### config.mk
export PLATFORM = sky130hd
export DESIGN_NAME = mac_rx_dispatch
export DESIGN_NICKNAME = d
export VERILOG_FILES = /design/src/rtl/mac_rx_dispatch.sv
export SDC_FILE = /design/constraint.sdc
export NUM_CORES = 1
export LEC_CHECK = 0
export CORE_UTILIZATION = 30
export DETAILED_ROUTE_END_ITERATION = 8
export PLACE_DENSITY = 0.62
export SLEW_MARGIN = 20
export SYNTH_ARGS = -nofsm -noshare
export SYNTH_HDL_FRONTEND = slang
export SYNTH_SLANG_ARGS = --single-unit
### constraint.sdc
create_clock -name i_clk -period 1.92 [get_ports i_clk]
set_input_delay 0.192 -clock i_clk [delete_from_list [all_inputs] [get_ports i_clk]]
set_output_delay 0.192 -clock i_clk [all_outputs]
set_load 0.01 [all_outputs]
### src/rtl/mac_rx_dispatch.sv
// Receive-side EtherType dispatcher: steers each MAC RX frame to the ARP (c0) or IP (c1) stream, drops others.
// Optional per-class frame counters are enabled by defining MAC_RX_DISPATCH_STATS_EN.
module mac_rx_dispatch #(
    parameter logic [15:0] P_ARP_TYPE = 16'h0806,
    parameter logic [15:0] P_IP_TYPE  = 16'h0800,
    parameter int          P_USER_W   = 80
) (
    input  logic                i_clk,
    input  logic                i_rst,
    input  logic [63:0]         s_axis_rdata,
    input  logic [P_USER_W-1:0] s_axis_ruser,
    input  logic [7:0]          s_axis_rkeep,
    input  logic                s_axis_rlast,
    input  logic                s_axis_rvalid,
    output logic [63:0]         m_axis_c0_data,
    output logic [P_USER_W-1:0] m_axis_c0_user,
    output logic [7:0]          m_axis_c0_keep,
    output logic                m_axis_c0_last,
    output logic                m_axis_c0_valid,
    output logic [63:0]         m_axis_c1_data,
    output logic [P_USER_W-1:0] m_axis_c1_user,
    output logic [7:0]          m_axis_c1_keep,
    output logic                m_axis_c1_last,
    output logic                m_axis_c1_valid,
    output logic                o_busy
`ifdef MAC_RX_DISPATCH_STATS_EN
    ,
    output logic [15:0]         o_arp_frm_cnt,
    output logic [15:0]         o_ip_frm_cnt,
    output logic [15:0]         o_drop_frm_cnt
`endif
);

    typedef enum logic [1:0] {IDLE, FWD_C0, FWD_C1, DROP} state_t;

    state_t              state_reg, state_next, first_dest, route;
    logic                first_beat;
    logic [1:0]          fwd_en;
    logic [P_USER_W-1:0] user_reg;
    logic [P_USER_W-1:0] beat_user;

    always_comb begin
        first_dest = DROP;
        if (s_axis_ruser[15:0] == P_ARP_TYPE)
            first_dest = FWD_C0;
        else if (s_axis_ruser[15:0] == P_IP_TYPE)
            first_dest = FWD_C1;
    end

    assign first_beat = (state_reg == IDLE) && s_axis_rvalid;
    // The first beat's user must already be the latched value, so bypass the register.
    assign beat_user  = first_beat ? s_axis_ruser : user_reg;

    always_ff @(posedge i_clk or negedge i_rst) begin
        if (!i_rst) begin
            state_reg <= IDLE;
            user_reg  <= '0;
        end else begin
            state_reg <= state_next;
            if (first_beat)
                user_reg <= s_axis_ruser;
        end
    end

    always_comb begin
        state_next = state_reg;
        case (state_reg)
            IDLE:    if (s_axis_rvalid && !s_axis_rlast) state_next = first_dest;
            default: if (s_axis_rvalid && s_axis_rlast)  state_next = IDLE;
        endcase
    end

    always_comb begin
        fwd_en = 2'b00;
        o_busy = (state_reg != IDLE);
        route  = (state_reg == IDLE) ? first_dest : state_reg;
        if (s_axis_rvalid) begin
            fwd_en[0] = (route == FWD_C0);
            fwd_en[1] = (route == FWD_C1);
        end
    end

    // One registered output stage per port; non-forwarding cycles hold the last beat's fields.
    generate
        for (genvar gi = 0; gi < 2; gi++) begin : g_port
            logic [63:0]         data_reg;
            logic [P_USER_W-1:0] user_out_reg;
            logic [7:0]          keep_reg;
            logic                last_reg;
            logic                valid_reg;

            always_ff @(posedge i_clk or negedge i_rst) begin
                if (!i_rst) begin
                    data_reg     <= '0;
                    user_out_reg <= '0;
                    keep_reg     <= '0;
                    last_reg     <= 1'b0;
                    valid_reg    <= 1'b0;
                end else begin
                    valid_reg <= fwd_en[gi];
                    if (fwd_en[gi]) begin
                        data_reg     <= s_axis_rdata;
                        user_out_reg <= beat_user;
                        keep_reg     <= s_axis_rkeep;
                        last_reg     <= s_axis_rlast;
                    end
                end
            end
        end
    endgenerate

    assign m_axis_c0_data  = g_port[0].data_reg;
    assign m_axis_c0_user  = g_port[0].user_out_reg;
    assign m_axis_c0_keep  = g_port[0].keep_reg;
    assign m_axis_c0_last  = g_port[0].last_reg;
    assign m_axis_c0_valid = g_port[0].valid_reg;
    assign m_axis_c1_data  = g_port[1].data_reg;
    assign m_axis_c1_user  = g_port[1].user_out_reg;
    assign m_axis_c1_keep  = g_port[1].keep_reg;
    assign m_axis_c1_last  = g_port[1].last_reg;
    assign m_axis_c1_valid = g_port[1].valid_reg;

`ifdef MAC_RX_DISPATCH_STATS_EN
    logic [15:0] arp_cnt_reg, ip_cnt_reg, drop_cnt_reg;

    always_ff @(posedge i_clk or negedge i_rst) begin
        if (!i_rst) begin
            arp_cnt_reg  <= '0;
            ip_cnt_reg   <= '0;
            drop_cnt_reg <= '0;
        end else if (first_beat) begin
            if (first_dest == FWD_C0 && arp_cnt_reg != 16'hFFFF)
                arp_cnt_reg <= arp_cnt_reg + 16'd1;
            if (first_dest == FWD_C1 && ip_cnt_reg != 16'hFFFF)
                ip_cnt_reg <= ip_cnt_reg + 16'd1;
            if (first_dest == DROP && drop_cnt_reg != 16'hFFFF)
                drop_cnt_reg <= drop_cnt_reg + 16'd1;
        end
    end

    assign o_arp_frm_cnt  = arp_cnt_reg;
    assign o_ip_frm_cnt   = ip_cnt_reg;
    assign o_drop_frm_cnt = drop_cnt_reg;
`endif

endmodule
==> flow_metrics.tcl <==
set metrics [dict create \
    outcome "finished, violations left" \
    violations "setup timing" \
    syn_to_final_growth_pct 52.2 \
    cts_buffer_depth 3 \
    power_density_nw_per_um2 1560 \
    rows 82 \
    synth_top_area_share_pct 63.7 \
    grt_use_met1_pct 20.4 \
    fin_crit_sh_pct 101 \
    rsz0062_at_grt "yes" \
    start_util_pct 30.5 \
    path_class "flip-flop to flip-flop" \
    reg2reg_to "m_axis_c0_user[21]" \
    vias 9854 \
    fmax_mhz 516 \
    drive_gt1_share_pct 33.3 \
    slew_viol_final 0 \
    grt_first_pass_wirelength_mm 67.9 \
    crit_arrival_ps 2380 \
    cts_tree "done" \
    cp_max_fo 13 \
    synthCells 913 \
    gp_congestion 0.800 \
    viasPerCell 4.58 \
    reg2reg_slack_ps -20 \
    nets 1602 \
    cap_violations 0 \
    wl_mm 44.5 \
    clk_latency_ps 580 \
    die_x_um 228 \
    cp_data_required_time_ps 2370 \
    startpoint "state_reg[1]" \
    seq_area_frac_synth_pct 63.7 \
    ys_types 23 \
    clockRootBuffer "clkbuf_16" \
    cts_buffers 45 \
    cts_max_level 2 \
    worst_setup_path_end_kind "flip-flop" \
    ir_drop_uv 909 \
    fp.dieH_um 228 \
    p_leak_nw 9.74 \
    grt_usage_pct 17.0 \
    met3_usage_pct 3.78 \
    synth_area_leaders "dfrtp_1, mux2_2, mux2_1, a32o_1, buf_6" \
    startpoint_type "flip-flop" \
    synth_nets 1069 \
    finalCriticalPeriod_ps 1940 \
    worstMarginPinSlew_ps 657 \
    clock-sinks 390 \
    route.antenna.remaining_nets 0 \
    drtIter0Drc 304 \
    fin_ws_ps -16.1 \
    wl_per_cell_um 20.7 \
    busiest_layer "met2" \
    hpwl_mm 31.3 \
    setup_violations 19 \
    hold_class "input port to asynchronous set/reset pin" \
    clock_skew_ps 23.5 \
    reg2reg_depth 6 \
    drtPass1Iterations 4 \
    placed_cells 2062 \
    use_met2_pct 29.5 \
    grt_max_degree 62 \
    nFillCells 4485 \
    relSlewSlack_pct 56.2 \
    fin_area_um2 23300 \
    numPortBuffers 464 \
    ios 465 \
    core_um2 50300 \
    reg2reg_from "state_reg[1]" \
    synth_warnings 0 \
    grt_pass1_vias 10788 \
    place_area_um2 21300 \
    final_hold_viol_count 0 \
    synth_area_um2 15300 \
    syn_avg_cell_area_um2 16.8 \
    yosysTopAreaCell "dfrtp_1" \
    fin_cells 2153 \
    endpoint "m_axis_c0_user[21]" \
    gr-total-overflow 0 \
    antenna_found_initial 4 \
    clkTransAtPathRegs_ps 60 \
    die_area_um2 51900 \
    synth-seq-cells 390 \
    drc 0 \
]
## per-layer routing
metal | up-vias | wire, µm
met5 | - | 0
met4 | 0 | 1540
met3 | 88 | 1880
met2 | 260 | 22900
met1 | 5130 | 18200
li1 | 4376 | -
## Yosys cell counts, drive strengths merged
cell type and n:
a32o 15, nor4b 1, buf 41, clkbuf 12, o32a 2, or2 1
mux2 434, nand2b 2, dfrtp 390, nor2 2, nor4 3, a41oi 2
nor2b 1, a21oi 4, inv 2, nor4bb 1
## through the flow
stage / TNS [ps] / total power [mW] / hold WS [ps] / util (%) / worst slack [ps]
2_1_floorplan: 0 / 19.0 / -104 / - / 78.2
3_3_place_gp: -136700 / 27.2 / 219 / 42.4 / -532
3_5_place_dp: -138170 / 27.5 / 219 / 42.4 / -562
4_1_cts: -273 / 36.4 / 194 / 45.6 / -28.8
5_1_grt: -3480 / 38.2 / 232 / 46.3 / -61.3
6_report: -121 / 36.3 / 215 / 46.3 / -16.1
## how the worst min path moves through the flow
stage                                from                 end  slack (ps)
after global routing      s_axis_rdata[7]   m_axis_c0_data[7]         230
after floorplan                     i_rst   m_axis_c0_data[0]        -100
after CTS                           i_rst  m_axis_c1_data[49]         190
after detailed placement            i_rst  m_axis_c1_data[49]         220
after global placement              i_rst  m_axis_c1_data[49]         220
final                               i_rst  m_axis_c1_data[49]         220
## where the power goes
part           total [mW]  switching (mW)  leakage (nW)  internal (mW)
Clock                8.50            3.42         0.728           5.08
Sequential           13.8            1.94          4.62           11.8
Combinational        14.0            5.26          4.40           8.78
## kinds of logic after synthesis
logic type | Yosys count | share of synthesized area (%)
muxes | 434 | 32.0
DFF | 390 | 63.7
buffers and inverters | 55 | 2.26
AOI/OAI and AO/OA | 23 | 1.36
and+or+nand+nor | 11 | 0.597
## placed cells by master (no fill, tap or decap)
master           count
buf_8                1
a21oi_1              4
diode_2              4
inv_1                1
dfrtp_4              1
a41oi_1              2
nor2b_1              1
clkbuf_8             9
nor4b_4              1
buf_12              27
clkinv_2             7
o32a_1               2
buf_4               38
mux2_1              98
buf_6                1
a32o_1              15
clkdlybuf4s50_1    462
nor2_4               2
mux2_2             265
dfrtp_1            389
or2_2                1
buf_2                1
clkbuf_1             9
clkbuf_16           48
nor4bb_2             1
nor4_1               1
inv_8                1
nor4_2               2
buf_16               5
dlygate4sd3_1        1
inv_6                1
bufinv_16            3
clkinv_4             2
clkinv_8             2
nand2b_4             2
mux2_4              71
## critical path: stages, from the launching register on
cell       delay (ps)
dfrtp_4           490
nand2b_4          160
nor2_4            120
buf_12            190
clkbuf_16         210
mux2_2            350
mux2_2            260
## what timing repair did
| item | in CTS | in global routing |
|---|---|---|
| pin swaps | 1 | 0 |
| hold buffers | 1 | 0 |
| hold endpoints to repair | 43 | 0 |
| gates cloned | 2 | 3 |
| endpoints found under the setup margin | 56 | 121 |
| buffers inserted | 1 | 2 |
| resized for setup | 12 | 77 |
## final cells by class
type                       count  area [µm²]  share of cell area (%)
antenna                        4        10.0                  0.0430
clock buffer                  63        1280                    5.51
clock inverter                15         190                   0.816
inverter                       2        8.76                  0.0376
multi-input combinational    468        5500                    23.6
sequential                   390        9760                    41.9
tap                          672         841                    3.61
timing repair buffer         539        5700                    24.5
Note: power is estimated with default switching activity, not from simulation.
